**src/rtl/mem_arbiter_pkg.sv**
```systemverilog
// Shared types and defaults for the memory arbiter.
//   arb_state_e : IDLE / BUSY / RESP transaction phases
//   arb_src_e   : which cache owns the current transaction
//   ARB_ADDR_BITS, ARB_LINE_BITS : default address and line widths
package mem_arbiter_pkg;

  localparam int ARB_ADDR_BITS = 32;
  localparam int ARB_LINE_BITS = 128;

  typedef enum logic [1:0] {
    IDLE = 2'd0,
    BUSY = 2'd1,
    RESP = 2'd2
  } arb_state_e;

  typedef enum logic {
    ARB_IC = 1'b0,
    ARB_DC = 1'b1
  } arb_src_e;

endpackage

```
**src/rtl/mem_arbiter_if.sv**
```systemverilog
// Main-memory port bundle between the arbiter and the memory.
//   master : arbiter side (drives request, write enable, address, write data)
//   slave  : memory side  (drives completion pulse and read line)
interface mem_arbiter_if
  import mem_arbiter_pkg::*;
#(
  parameter int ADDR_BITS = ARB_ADDR_BITS,
  parameter int LINE_BITS = ARB_LINE_BITS
) ();

  logic                 mem_req_out;
  logic                 mem_we_out;
  logic [ADDR_BITS-1:0] mem_addr_out;
  logic [LINE_BITS-1:0] mem_wdata_out;
  logic                 mem_valid_in;
  logic [LINE_BITS-1:0] mem_rdata_in;

  modport master (
    output mem_req_out, mem_we_out, mem_addr_out, mem_wdata_out,
    input  mem_valid_in, mem_rdata_in
  );

  modport slave (
    input  mem_req_out, mem_we_out, mem_addr_out, mem_wdata_out,
    output mem_valid_in, mem_rdata_in
  );

endinterface

```
**src/rtl/mem_arbiter.sv**
```systemverilog
// Shares the single main-memory port between icache fills and dcache
// fills/writebacks. One transaction in flight; every transfer is a full line.
// Default arbitration: dcache priority with a starvation guard for icache.
// Define MEM_ARB_RR_EN for round-robin arbitration instead (STARVE_LIMIT unused).
//
// Ports:
//   clk, rst_n                  clock, asynchronous active-low reset
//   ic_req_in / ic_addr_in      icache fill request, held until ic_ready_out
//   ic_ready_out / ic_rdata_out one-cycle completion pulse and fill line
//   dc_req_in / dc_we_in        dcache request, 1 = writeback, 0 = fill
//   dc_addr_in / dc_wdata_in    dcache line address and dirty line
//   dc_ready_out / dc_rdata_out one-cycle completion pulse and fill line
//   mem                         memory port (master side of mem_arbiter_if)
//
// state | meaning
// IDLE  | pick a winner among pending requests and latch its transaction
// BUSY  | memory request held until mem_valid_in
// RESP  | winner's ready pulse, read line presented
module mem_arbiter
  import mem_arbiter_pkg::*;
#(
  parameter int ADDR_BITS    = ARB_ADDR_BITS,
  parameter int LINE_BITS    = ARB_LINE_BITS,
  parameter int STARVE_LIMIT = 4
) (
  input  logic                 clk,
  input  logic                 rst_n,
  input  logic                 ic_req_in,
  input  logic [ADDR_BITS-1:0] ic_addr_in,
  output logic                 ic_ready_out,
  output logic [LINE_BITS-1:0] ic_rdata_out,
  input  logic                 dc_req_in,
  input  logic                 dc_we_in,
  input  logic [ADDR_BITS-1:0] dc_addr_in,
  input  logic [LINE_BITS-1:0] dc_wdata_in,
  output logic                 dc_ready_out,
  output logic [LINE_BITS-1:0] dc_rdata_out,
  mem_arbiter_if.master        mem
);

  localparam int OFF_BITS = $clog2(LINE_BITS / 8);
  localparam logic [ADDR_BITS-1:0] ALIGN_MASK =
    {{(ADDR_BITS - OFF_BITS){1'b1}}, {OFF_BITS{1'b0}}};

  arb_state_e state;
  arb_src_e   src;
  logic       grant_ic;

`ifdef MEM_ARB_RR_EN
  // Requester that wins the next conflict: the one not served last.
  arb_src_e prio;

  always_comb begin
    grant_ic = ic_req_in && (!dc_req_in || prio == ARB_IC);
  end
`else
  localparam int CNT_BITS = $clog2(STARVE_LIMIT + 1);
  localparam logic [CNT_BITS-1:0] CNT_MAX = CNT_BITS'(STARVE_LIMIT);

  logic [CNT_BITS-1:0] starve_cnt;

  always_comb begin
    grant_ic = ic_req_in && (!dc_req_in || starve_cnt == CNT_MAX);
  end
`endif

  always_ff @(posedge clk or negedge rst_n) begin
    if (!rst_n) begin
      state             <= IDLE;
      src               <= ARB_DC;
      ic_ready_out      <= 1'b0;
      ic_rdata_out      <= '0;
      dc_ready_out      <= 1'b0;
      dc_rdata_out      <= '0;
      mem.mem_req_out   <= 1'b0;
      mem.mem_we_out    <= 1'b0;
      mem.mem_addr_out  <= '0;
      mem.mem_wdata_out <= '0;
`ifdef MEM_ARB_RR_EN
      prio              <= ARB_DC;
`else
      starve_cnt        <= '0;
`endif
    end else begin
      case (state)
        IDLE: begin
          if (ic_req_in || dc_req_in) begin
            src               <= grant_ic ? ARB_IC : ARB_DC;
            mem.mem_req_out   <= 1'b1;
            mem.mem_we_out    <= !grant_ic && dc_we_in;
            mem.mem_addr_out  <= (grant_ic ? ic_addr_in : dc_addr_in) & ALIGN_MASK;
            mem.mem_wdata_out <= grant_ic ? '0 : dc_wdata_in;
`ifdef MEM_ARB_RR_EN
            prio              <= grant_ic ? ARB_DC : ARB_IC;
`else
            // Count dcache wins that made a waiting icache wait longer.
            if (grant_ic) begin
              starve_cnt <= '0;
            end else if (ic_req_in && starve_cnt != CNT_MAX) begin
              starve_cnt <= starve_cnt + 1'b1;
            end
`endif
            state             <= BUSY;
          end
        end
        BUSY: begin
          if (mem.mem_valid_in) begin
            mem.mem_req_out <= 1'b0;
            mem.mem_we_out  <= 1'b0;
            if (src == ARB_IC) begin
              ic_ready_out <= 1'b1;
              ic_rdata_out <= mem.mem_rdata_in;
            end else begin
              dc_ready_out <= 1'b1;
              // A writeback returns no line; keep the last fill visible.
              if (!mem.mem_we_out) begin
                dc_rdata_out <= mem.mem_rdata_in;
              end
            end
            state <= RESP;
          end
        end
        RESP: begin
          ic_ready_out <= 1'b0;
          dc_ready_out <= 1'b0;
          state        <= IDLE;
        end
        default: begin
          state <= IDLE;
        end
      endcase
    end
  end

endmodule

```
**src/flat_wrapper.sv**
```systemverilog
// flat-port wrapper written by rule: the top's interface ports become plain ports
module mem_arbiter_flat import mem_arbiter_pkg::*;
#(
  parameter int ADDR_BITS    = ARB_ADDR_BITS,
  parameter int LINE_BITS    = ARB_LINE_BITS,
  parameter int STARVE_LIMIT = 4
)
  (clk, rst_n, ic_req_in, ic_addr_in, ic_ready_out, ic_rdata_out, dc_req_in, dc_we_in, dc_addr_in, dc_wdata_in, dc_ready_out, dc_rdata_out, mem_mem_req_out, mem_mem_we_out, mem_mem_addr_out, mem_mem_wdata_out, mem_mem_valid_in, mem_mem_rdata_in);
  mem_arbiter_if #(.ADDR_BITS(ADDR_BITS), .LINE_BITS(LINE_BITS)) mem_i ();
  input  logic clk;
  input  logic rst_n;
  input  logic ic_req_in;
  input  logic [ADDR_BITS-1:0] ic_addr_in;
  output logic ic_ready_out;
  output logic [LINE_BITS-1:0] ic_rdata_out;
  input  logic dc_req_in;
  input  logic dc_we_in;
  input  logic [ADDR_BITS-1:0] dc_addr_in;
  input  logic [LINE_BITS-1:0] dc_wdata_in;
  output logic dc_ready_out;
  output logic [LINE_BITS-1:0] dc_rdata_out;
  output wire logic [$bits(mem_i.mem_req_out)-1:0] mem_mem_req_out;
  output wire logic [$bits(mem_i.mem_we_out)-1:0] mem_mem_we_out;
  output wire logic [$bits(mem_i.mem_addr_out)-1:0] mem_mem_addr_out;
  output wire logic [$bits(mem_i.mem_wdata_out)-1:0] mem_mem_wdata_out;
  input wire logic [$bits(mem_i.mem_valid_in)-1:0] mem_mem_valid_in;
  input wire logic [$bits(mem_i.mem_rdata_in)-1:0] mem_mem_rdata_in;
  assign mem_mem_req_out = mem_i.mem_req_out;
  assign mem_mem_we_out = mem_i.mem_we_out;
  assign mem_mem_addr_out = mem_i.mem_addr_out;
  assign mem_mem_wdata_out = mem_i.mem_wdata_out;
  assign mem_i.mem_valid_in = mem_mem_valid_in;
  assign mem_i.mem_rdata_in = mem_mem_rdata_in;
  mem_arbiter #(.ADDR_BITS(ADDR_BITS), .LINE_BITS(LINE_BITS), .STARVE_LIMIT(STARVE_LIMIT)) u_core (.clk(clk), .rst_n(rst_n), .ic_req_in(ic_req_in), .ic_addr_in(ic_addr_in), .ic_ready_out(ic_ready_out), .ic_rdata_out(ic_rdata_out), .dc_req_in(dc_req_in), .dc_we_in(dc_we_in), .dc_addr_in(dc_addr_in), .dc_wdata_in(dc_wdata_in), .dc_ready_out(dc_ready_out), .dc_rdata_out(dc_rdata_out), .mem(mem_i));
endmodule
```
**config.mk**
```make
export PLATFORM = sky130hd
export DESIGN_NAME = mem_arbiter_flat
export DESIGN_NICKNAME = d
export VERILOG_FILES = /design/src/rtl/mem_arbiter_pkg.sv /design/src/rtl/mem_arbiter_if.sv /design/src/rtl/mem_arbiter.sv /design/src/flat_wrapper.sv
export SDC_FILE = /design/constraint.sdc
export NUM_CORES = 1
export LEC_CHECK = 0
export CAP_MARGIN = 10
export CORE_AREA = 5 5 289 291
export DETAILED_ROUTE_END_ITERATION = 7
export DIE_AREA = 0 0 294 296
export PLACE_DENSITY = 0.51
export SYNTH_ARGS = -nofsm -noshare
export SYNTH_HDL_FRONTEND = slang
export SYNTH_SLANG_ARGS = --single-unit
```
**constraint.sdc**
```tcl
create_clock -name clk -period 2.5 [get_ports clk]
set_clock_uncertainty 0.1 [all_clocks]
set_input_delay 0.5 -clock clk [delete_from_list [all_inputs] [get_ports clk]]
set_output_delay 0.5 -clock clk [all_outputs]
set_load 0.02 [all_outputs]
```
; ---- Word-level counts from Yosys, hierarchy flattened
; Index checks and enable logic that the tools add are counted.
[word_totals]
out_inout_bits = 420
regBits = 422
inputBits = 326
[op_classes]
n_reduce_logical = 19
n_eq_ne = 8
n_bitwise = 2
muxes = 19
add_sub_neg = 1
[ops]
columns = cell, count
row1 = $mux W128, 1
row2 = $mux W32, 1
row3 = $reduce_and A3 Y1, 5
row4 = $mux W1, 8
row5 = $pmux W1 S2, 4
row6 = $mux W3, 2
row7 = $reduce_bool A2 Y1, 3
row8 = $mux W2, 2
row9 = $ne A2 B1 Y1 const B, 2
row10 = $ne A2 B2 Y1 const B, 2
row11 = $pmux W2 S2, 1
row12 = $reduce_and A2 Y1, 2
row13 = $reduce_and A4 Y1, 1
row14 = $add A3 B1 Y3 const B, 1
row15 = $eq A3 B3 Y1 const B, 1
row16 = $logic_and A1 B1 Y1, 3
row17 = $ne A3 B3 Y1 const B, 1
row18 = $eq A2 B1 Y1 const B, 1
row19 = $eq A2 B2 Y1 const B, 1
row20 = $logic_not A1 Y1, 2
row21 = $logic_not A2 Y1, 1
row22 = $logic_or A1 B1 Y1, 2
row23 = $not A1 Y1, 2

; ---- Logic depth before layout (Yosys ltp)
; Gate-level depths: netlist (run 1).
[depth]
word_depth = 7
mapped_depth = 8
ltp_nobuf = 5

; ---- Least setup slack after synthesis (run 1)
; Ideal clock, no wire load.
[synth_timing]
path_kind = register -> register
start = register u_core.state[1]
end = register u_core.dc_rdata_out[0]
setup_ns = 0.125
n_path_buf = 2
required_time_ns = 2.275
period_less_slack_ns = 1.772
setup_slack_ns = 0.728
path_stages_with_launch = 6
arrival_ns = 1.547
path_cell_list = dfrtp_1 > nand3b_2 > nor3b_2 > buf_4 > buf_6 > mux2_2
[synth_via]
elab_chain_cells = 2
[synth_rtl]
columns = element, line_no
row1 = from (decl), mem_arbiter.sv:45  ; arb_state_e state;
row2 = from (signal assigned), mem_arbiter.sv:69  ; state <= IDLE;
row3 = from (signal assigned), mem_arbiter.sv:103  ; state <= BUSY;
row4 = from (signal assigned), mem_arbiter.sv:120  ; state <= RESP;
row5 = $eq A2 B1 Y1, mem_arbiter.sv:85  ; case (state)
row6 = $reduce_and A4 Y1 (no source line), -
row7 = to (signal assigned), mem_arbiter.sv:117  ; dc_rdata_out <= mem.mem_rdata_in;
row8 = to (decl), mem_arbiter.sv:37  ; output logic [LINE_BITS-1:0] dc_rdata_out,
; No other way between the ends.
; A chain may end at the register's enable or synchronous reset.

; ---- Worst setup path after layout (run 1)
[layout_timing]
start = register u_core.mem.mem_we_out
end = output port mem_mem_we_out
[layout_rtl]
columns = element, line_no
row1 = from (decl), mem_arbiter_if.sv:19  ; output mem_req_out, mem_we_out, mem_addr_out, mem_wdata_out,
row2 = from (signal assigned), mem_arbiter.sv:90  ; mem.mem_we_out <= !grant_ic && dc_we_in;
row3 = to (decl), flat_wrapper.sv:23  ; output wire logic [$bits(mem_i.mem_we_out)-1:0] mem_mem_we_out;
; No word-level cell between the ends.

==> summary.md, run 1 <==
| Metric | Value |
|---|---|
| Initial antenna violation count | `3` |
| Number of antenna-violating nets in the routed design | `0` |
| Tmin final | `approximately 2400 ps` |
| Final Max Tran Viols | `0` |
| Setup TNS | `0 ps` |
| Sw frac | `36.24%` |
| Row count | `approximately 100` |
| Syn. warnings | `0` |
| Peak supply drop | `~0.63 mV` |
| CTS tree | `yes` |
| Final setup viols | `0` |
| WS Path Type | `reg -> out` |
| Final hold violation count | `0` |
| Htree depth | `2` |
| Clock-pin slew on the worst setup and hold paths | `60 ps` |
| Critical Path RT | `~1900 ps` |
| Max Fclk | `~0.42 GHz` |
| Netlist Area Pre-Place | `about 16,000 um2` |
| Multi-input logic area | `5072 um2` |
| Power Dens Cells | `~1400 nW/um2` |
| Area Growth Syn to Fin | `65.97%` |
| Flop-to-flop setup slack | `~500 ps` |
| Critical path arrival | `~1800 ps` |
| Combinational power share | `between 40% and 50%` |
| DP HPWL | `44.20 mm` |
| Core ar. | `about 80,000 um2` |
| IO Count | `roughly 750` |
| Status | `finished clean` |
| Total CTS buffers | `between 40 and 50` |
| Root Buffer | `clkbuf_16` |
| Crit end category | `primary output` |
| Die ar. | `just under 90,000 um2` |
| Placed Cells | `between 2,000 and 3,000` |
| Via count | `approximately 12,000` |
| CP cell instances | `clkdlybuf4s50_1` |
| First-pass GRT wire length | `84.73 mm` |
| Clock power frac | `around a fifth` |
| Syn avg cell area | `15.04 um2` |
| Net count, final | `2,164` |
| Drt pass-1 iters | `4` |
| Insertion delay to the later sink of the worst-skew pair | `roughly 570 ps` |
| Port buffer count | `733` |
| Mapped Cells | `approximately 1,100` |
| Non-Filler Instances | `2,934` |
| Most frequent cells in the layout | `732 x clkdlybuf4s50_1, 421 x dfrtp_1, 256 x mux2_2, 130 x a22o_1, 56 x a21oi_1` |
| Sequential standard cell area | `between 10,000 and 15,000 um2` |
| Unrepaired setup endpoints after global routing | `false` |
| Share of layout cells above drive strength 1 | `about 22%` |
| CP Max Fanout | `3` |
| Die Height | `296 um` |
| Clock buffer depth | `3` |
| Number of fillers in the final layout | `between 7,000 and 8,000` |
| Flop pwr share | `roughly 33%` |
| DR vias/cell | `about 4` |
| Post-synth top area share | `between 60% and 70%` |
| Max Cap Viol | `0` |
| Initial core utilization | `between 20% and 30%` |
| Top delay family on crit path | `buffers and inverters` |
| Min setup slack post-route | `around 140 ps` |
| Clock sinks | `about 420` |
| Yosys cell types | `28` |
| Most common cell after layout, fill and taps aside | `clkdlybuf4s50_1` |
| DRC violations left | `0` |
| P_int | `0.02359 W` |
| Placer Congestion | `0.8128` |
| Grt ovf | `0` |
| Dominant cell type by area after synthesis | `dfrtp_1` |
| Worst Path Buf+Inv | `1` |
| Max incr delay on CP | `around 760 ps` |
| Initial DRC count | `approximately 400` |
| Synth top area cells | `dfrtp_1 66%, mux2_2 18%, a22o_1 7.1%` |
| Wire per inst | `between 15 and 20 um` |
| Largest net degree at the start of global routing | `77` |
| Total power | `between 0.03 and 0.04 W` |
| Max-slew headroom | `~44%` |
| Leak Pwr | `approximately 11 nW` |
| Worst min path class | `reg -> reg` |
| Post-Route WL | `between 50 and 60 mm` |
| NetSw | `approximately 0.013 W` |
| Pre-CTS WS | `-127.2 ps` |
| Post-synthesis register bit count | `between 400 and 500` |
| Seq/Total Area, Yosys | `65.73%` |
| Die W | `294 um` |
| Worst Max-Slew Pin Slew | `842.8 ps` |
| GRT Util Overall | `around an eighth` |
| Period utilization | `between 90 and 100%` |
| Vias in the first global route | `roughly 13,000` |
| CP max stage cell | `clkdlybuf4s50_1` |
| Postcts setup bufs | `0` |
| Crit path launch type | `register` |
==> power by group through the flow <==
stage / logic, W / registers (W) / clock network [W]
after floorplan: 0.00480 / 0.0158 / 0
after global placement: 0.0181 / 0.0120 / 0
after detailed placement: 0.0182 / 0.0121 / 0
after CTS: 0.0182 / 0.0121 / 0.00733
after global routing: 0.0189 / 0.0124 / 0.00760
final: 0.0179 / 0.0120 / 0.00706
==> synth_stat cells, drive strengths merged <==
cell    number
nor2         3
a21boi       1
a21o         1
ha           2
dfstp        1
clkbuf      27
nand2       34
or2          1
and3         1
nor2b        1
a32o         1
nor3b        2
a31oi        1
mux2       256
inv          5
dfrtp      421
nand3        3
nand3b       1
o211a       28
conb         1
a22o       130
a21oi       56
buf         57
o21ai       34
==> metal layers <==
layer	vias up	share of wire, %	GRT usage [%]
met5	-	0.022	0
met4	2	2.4	3.390
met3	73	9.0	4.329
met2	524	51	22.39
met1	5977	37	14.06
li1	5433	-	-
==> logic make-up (layout without fill, tap and decap cells) <==
group                    Yosys count  count (layout)  synth area share, %
AO/OA/AOI/OAI                    252             252                11.83
buffers and inverters             89             890                3.053
multiplexers                     256             256                17.94
adder cells (fa/ha/maj)            2               2               0.1557
AND/OR/NAND/NOR                   46              46                1.269
other                              1               6              0.02334
flip-flops                       422             422                65.73
==> tightest hold or removal path, stage by stage, from the launching register on <==
cell and delay (ps):
dfrtp_1 340, nand2_1 50, nand2_1 60
==> state kept, by name, summed over array words and instances, names as in the netlist <==
register                  count
u_core.dc_ready_out           1
u_core.mem.mem_wdata_out    128
u_core.mem.mem_we_out         1
u_core.state                  2
u_core.ic_rdata_out         128
u_core.ic_ready_out           1
u_core.starve_cnt             3
u_core.dc_rdata_out         128
u_core.mem.mem_req_out        1
u_core.src                    1
u_core.mem.mem_addr_out      28
==> worst paths after layout <==
check	startpoint	to	depth (start not counted)
max	u_core.mem.mem_we_out$_DFFE_PN0P_	mem_mem_we_out	1
min	u_core.mem.mem_req_out$_DFFE_PN0P_	u_core.mem.mem_req_out$_DFFE_PN0P_	2
max reg2reg	u_core.state[1]$_DFFE_PN0P_	u_core.dc_rdata_out[33]$_DFFE_PN0P_	5
min reg2reg	u_core.mem.mem_req_out$_DFFE_PN0P_	u_core.mem.mem_req_out$_DFFE_PN0P_	2
max in group asynchronous	rst_n	u_core.mem.mem_wdata_out[2]$_DFFE_PN0P_	3
min in group asynchronous	rst_n	u_core.dc_rdata_out[112]$_DFFE_PN0P_	2
==> area by class of cell <==
type	instances	share of cell area, %
Timing Repair Buffer	799	30.38
Sequential cell	422	39.60
Clock buffer	70	5.306
Clock inverter	16	0.6240
Multi-Input combinational cell	560	19.02
Inverter	5	0.07038
Tap cell	1060	4.973
Antenna cell	2	0.01877
==> per-stage QoR <==
stage / hold slack (ps) / util (%) / cell area, um2
after floorplan: 104.4 / - / 16080
after global placement: 373.6 / 31.23 / 25070
after detailed placement: 375.6 / 31.23 / 25070
after CTS: 340.0 / 33.21 / 26660
after global routing: 360.0 / 33.22 / 26670
final: 385.7 / 33.22 / 26670
==> timing repair <==
action	4_1_cts	5_1_grt
endpoints found under the hold margin	53	0
hold buffers	1	0
gates resized for setup	0	0
Note: power is estimated with default switching activity, not from simulation.
==> run 2: changes to the inputs <==
- CTS_CLUSTER_SIZE: default -> 25
==> results of run 2 <==
The final DEF is identical to that of run 1; final timing and power are the same.
